File: config.mk
export PLATFORM = sky130hd
export DESIGN_NAME = word_serializer
export DESIGN_NICKNAME = d
export VERILOG_FILES = /design/src/rtl/word_serializer.sv
export SDC_FILE = /design/constraint.sdc
export NUM_CORES = 1
export LEC_CHECK = 0
export BUFFER_PORTS_ARGS = -buffer_cell sky130_fd_sc_hd__buf_2
export CORE_AREA = 4 4 41 43
export CTS_CLUSTER_SIZE = 16
export DETAILED_ROUTE_END_ITERATION = 10
export DIE_AREA = 0 0 45 47
export PLACE_DENSITY = 0.66
export SYNTH_ARGS = -nofsm -noshare
export SYNTH_HDL_FRONTEND = slang
export SYNTH_SLANG_ARGS = --single-unit
File: constraint.sdc
create_clock -name clk -period 3.4 [get_ports clk]
set_input_delay 0.68 -clock clk [delete_from_list [all_inputs] [get_ports clk]]
set_output_delay 0.68 -clock clk [all_outputs]
set_load 0.005 [all_outputs]
File: src/rtl/word_serializer.sv
// word_serializer: valid/ready loaded parallel-to-serial shifter with frame markers.
module word_serializer #(
    parameter int WORD_LENGTH = 5,
    parameter bit MSB_FIRST   = 1
) (
    input  logic                   clk,
    input  logic                   reset,
    input  logic [WORD_LENGTH-1:0] Data_Input,
    input  logic                   Load_Valid,
    output logic                   Load_Ready,
    input  logic                   Shift_Enable,
    output logic                   Serial_Output,
    output logic                   Bit_Valid,
    output logic                   Frame_Start,
    output logic                   Frame_End,
    output logic                   Busy
);
    localparam int CW = $clog2(WORD_LENGTH);
    localparam logic [CW-1:0] LAST = CW'(WORD_LENGTH - 1);
    typedef enum logic {IDLE, SHIFT} state_t;
    state_t                 r_state;
    logic [WORD_LENGTH-1:0] r_shift;
    logic [CW-1:0]          r_cnt;
    logic                   r_serial;
    logic [WORD_LENGTH-1:0] w_shifted;
    logic                   w_last;
    logic                   w_accept;
    assign w_shifted     = MSB_FIRST ? {r_shift[WORD_LENGTH-2:0], 1'b0} : {1'b0, r_shift[WORD_LENGTH-1:1]};
    assign Busy          = r_state == SHIFT;
    assign w_last        = Busy && r_cnt == LAST && Shift_Enable;
    assign Load_Ready    = !Busy || w_last;
    assign w_accept      = Load_Valid && Load_Ready;
    assign Bit_Valid     = Busy && Shift_Enable;
    assign Frame_Start   = Busy && r_cnt == '0;
    assign Frame_End     = Busy && r_cnt == LAST;
    assign Serial_Output = r_serial;
    // r_serial always carries the head of the next shift_reg value so the bit is on the link the cycle after each edge
    always_ff @(posedge clk) begin
        if (reset) begin
            r_state  <= IDLE;
            r_shift  <= '0;
            r_cnt    <= '0;
            r_serial <= 1'b0;
        end else if (w_accept) begin
            r_state  <= SHIFT;
            r_shift  <= Data_Input;
            r_cnt    <= '0;
            r_serial <= MSB_FIRST ? Data_Input[WORD_LENGTH-1] : Data_Input[0];
        end else if (w_last) begin
            r_state  <= IDLE;
            r_serial <= 1'b0;
        end else if (Bit_Valid) begin
            r_shift  <= w_shifted;
            r_cnt    <= r_cnt + 1'b1;
            r_serial <= MSB_FIRST ? w_shifted[WORD_LENGTH-1] : w_shifted[0];
        end
    end
endmodule

### Word level (Yosys, flattened, before mapping)

Cells that the tools add are included.

| word-level totals | value |
|---|---|
| flip-flop bits (word level) | 9 |
| input port bits | 9 |
| logic and storage cells | 30 |

| cells by class | value |
|---|---|
| add/sub/neg operators | 1 |
| eq/ne operators | 2 |
| muxes and demuxes | 8 |
| bitwise logic cells | 1 |
| reductions and logical operators | 14 |

Operator list:

| operator | count |
|---|---|
| $mux 4 | 3 |
| $logic_and 1x1->1 | 5 |
| $mux 1 | 5 |
| $reduce_and 2->1 | 2 |
| $reduce_bool 2->1 | 2 |
| $add 3x1->3 const B | 1 |
| $eq 3x3->1 const B | 1 |
| $logic_not 3->1 | 1 |
| $reduce_bool 3->1 | 1 |
| $ne 2x1->1 const B | 1 |
| $reduce_or 2->1 | 1 |
| $logic_not 1->1 | 1 |
| $logic_or 1x1->1 | 1 |
| $not 1->1 | 1 |

### Longest topological paths before layout

| logic depth | value |
|---|---|
| depth in word-level cells | 7 |
| depth in mapped cells | 6 |
| depth with buffers taken out | 5 |

### Worst setup path before layout

OpenSTA, ideal clock, no wires.

| timing | value |
|---|---|
| path kind | flip-flop to output port |
| start point | register r_cnt[0] |
| end point | output port Frame_End |
| arrival | 0.890 ns |
| setup slack | 1.830 ns |
| stages on the path, launching flop included | 5 |
| buffers on the path | 1 |
| path through | dfxtp_1 > inv_1 > ha_1 > buf_6 > and3_1 |

| on the way | value |
|---|---|
| cells in the longest elaborated chain, start to end | 2 |

Ends and longest elaborated chain:

| item | RTL line | RTL |
|---|---|---|
| from (decl) | 23 | `logic [CW-1:0] r_cnt;` |
| from (signal assigned) | 54 | `r_cnt <= r_cnt + 1'b1;` |
| $eq 3x3->1 | 35 | `assign Frame_End = Busy && r_cnt == LAST;` |
| $logic_and 1x1->1 | 35 |  |
| to (decl) | 15 | `output logic Frame_End,` |

Every way passes these cells.

### Worst setup path after layout

| timing | value |
|---|---|
| start point | register r_cnt[0] |
| end point | output port Load_Ready |

| on the way | value |
|---|---|
| cells in the longest elaborated chain, start to end | 4 |

Ends and longest elaborated chain:

| item | RTL line | RTL |
|---|---|---|
| $eq 3x3->1 | 30 | `assign w_last = Busy && r_cnt == LAST && Shift_Enable;` |
| $logic_and 1x1->1 (2 in series) | 30 |  |
| $logic_or 1x1->1 | 31 | `assign Load_Ready = !Busy \|\| w_last;` |
| to (decl) | 10 | `output logic Load_Ready,` |

Every way passes these cells.

==> out/results.txt <==
Top FF cell, synth: dfxtp_1
Post-synthesis simple-gate area fraction: 26.2%
Die width: 45 um
Reg-to-Reg Start: r_cnt[0]
Layout Nets: 94
# diodes: 0
Async SR Flop Fraction: 0%
Die outline area: 2120 um2
P per Cell Area: 367 nW/um2
Part of the cycle the worst path needs: 59.8%
First-pass GRT wire length: 1990 um
Residual DRC: 0
Max-cap viol count: 0
Vert. Die Dim: 47 um
Yosys warning count: 0
Worst-margin pin slew: 0.387 ns
WS Path Type: reg2out
CP max FO: 11
Finish-stage setup viols: 0
Global route hottest layer: met2
Sequential-to-total area share from yosys stat: 32.0%
Largest family of logic cells by synthesized area: compound AO/OA/AOI/OAI gates
CP Data Arrival Time: 1.35 ns
Status: finished clean
Starting Density: 43.3%
Critical Path End Type: output port
Cts bufs inserted: 3
Cell variety after synth: 30
RSZ-0062 raised after global routing: false
Antenna viol nets, final: 0
Hold buffers post-CTS: 0
CTS sink count: 9
CTS Root Cell: clkbuf_4
Startpoint types: flip-flop
GRT Total Usage: 13.5%
Number of max-slew violations in the final report: 0
HP Class: reg2reg
Xor and xnor fraction of the mapped netlist area: 0%
Adder-cell share of the synthesized area: 4.44%
Site row count: 13
CTS tree: yes
Mapped Nets: 78
Worst VDD drop: 0.204 mV
Drt via density: 5.61
Post-Syn Instances: 67
Detailed Place HPWL: 883 um
Layout cells sized above 1: 34.1%
Gpl congestion: 0.768
GR Util met2: 18.1%
PortBufs: 14
Drt wl/cell: 12.5 um
Vias: 544
Post-Route WL: 1210 um
Core box area: 1300 um2
Post_cts resized: 0
DR iter-0 viols: 17
I/O Pins: 15
Number of synthesized flops with an enable pin: 0
Multiplexer share of the synthesized area: 3.78%
GR Util met1: 17.2%
WP data required: 2.72 ns
Syn-to-layout area delta: 16.2%
Largest net degree at the start of global routing: 13
Htree depth: 1
FILL cells: 140
Initial antenna violation count: 0
Final hold vios: 0
Power, Total: 240 uW
Critical path startpoint: r_cnt[0]
Vias in the first global route: 446
Max clock buf depth: 2
Clk slew on worst S/H paths: 0.06 ns
Number of synthesized register bits: 9
M3 GR Usage: 6.13%
Syn_area_per_cell: 8.40 um2
Relative slew slack: 74.2%
Fin crit period: 2.03 ns
Synth Area in Compound Gates: 26.7%
Hold Path Origin: r_shift[0]
Peak Freq: 492 MHz
Worst skew pair latency: 0.26 ns
P_leak: 0.266 nW
Grt ovf: 0
Setup bufs post-CTS: 0
Pre-Repair DR Iteration Count: 4
Setup tns final: 0 ns
Post-Syn Area: 563 um2
Clock Skew: 0.00198 ns
[critical path, stage by stage (launching register included)]
cell	delay, ns
dfxtp_1	0.33
inv_1	0.06
ha_1	0.35
nand3_1	0.14
nand2_1	0.09
buf_2	0.11
[flip-flops by register name (all words and copies together), names as in the netlist]
name / flops
r_shift: 4
r_cnt: 3
Serial_Output: 1
Busy: 1
[per-layer routing]
| metal | up-vias | routed length, um |
|---|---|---|
| met5 | - | 0 |
| met1 | 253 | 572 |
| li1 | 275 | - |
| met3 | 2 | 88 |
| met2 | 14 | 536 |
| met4 | 0 | 17 |
[power breakdown]
part	switching, mW	internal, mW	total (mW)
logic	0.0200	0.0182	0.0382
registers	0.00572	0.111	0.117
clock network	0.0391	0.0454	0.0845
total	0.0649	0.175	0.240
[cell usage after synthesis (2+ instances only)]
master / instances / area [um2]
o21ai_2: 2 / 17.5
dfxtp_1: 9 / 180
inv_1: 4 / 15.0
a21oi_2: 3 / 26.3
nand4_1: 3 / 18.8
nand2_1: 4 / 15.0
or3_1: 2 / 12.5
a21oi_1: 4 / 20.0
o21ai_0: 8 / 40.0
nand3_1: 3 / 15.0
ha_1: 2 / 25.0
a311oi_1: 2 / 17.5
nor2_1: 4 / 15.0
[kinds of logic (layout without fill, tap and decap cells)]
kind of cell,count (synthesis),in the layout
AOI/OAI and AO/OA,23,23
adders and majority gates,2,2
DFF,9,9
buffers and inverters,7,22
and+or+nand+nor,24,24
muxes,2,2
[through the flow]
stage / setup slack (ns) / cell area [um2] / hold WS, ns / utilization, % / instances
floorplan: 1.83 / 563 / 0.448 / - / 67
global placement: 1.57 / 628 / 0.474 / 48.3 / 93
detailed placement: 1.55 / 628 / 0.484 / 48.3 / 93
CTS: 1.36 / 654 / 0.493 / 50.3 / 97
global route: 1.25 / 654 / 0.528 / 50.3 / 97
finish: 1.37 / 654 / 0.486 / 50.3 / 97
[cells in the final DEF (no fill, tap or decap), types with 4 or more instances in the layout]
cell type / netlist / layout
buf_2: 1 / 14
nand2_1: 4 / 4
nor2_1: 4 / 4
o21ai_0: 8 / 8
dfxtp_1: 9 / 9
inv_1: 4 / 4
a21oi_1: 4 / 4
[layout make-up]
type                            instances  area [um2]  area share, %
Clock buffer                            4        26.3           4.02
Inverter                                4        15.0           2.29
Multi-Input combinational cell         51         344           52.6
Sequential cell                         9         180           27.5
Tap cell                               15        18.8           2.87
Timing Repair Buffer                   14        70.1           10.7
[worst paths after layout]
path / endpoint / slack, ns / depth (start not counted)
setup reg to reg: r_cnt[1] / 1.81 / 5
hold reg to reg: r_shift[0] / 0.49 / 2
hold / removal: r_shift[0] / 0.49 / 2
setup / recovery: Load_Ready / 1.37 / 5
No activity file was read; power rests on OpenSTA's default activity.
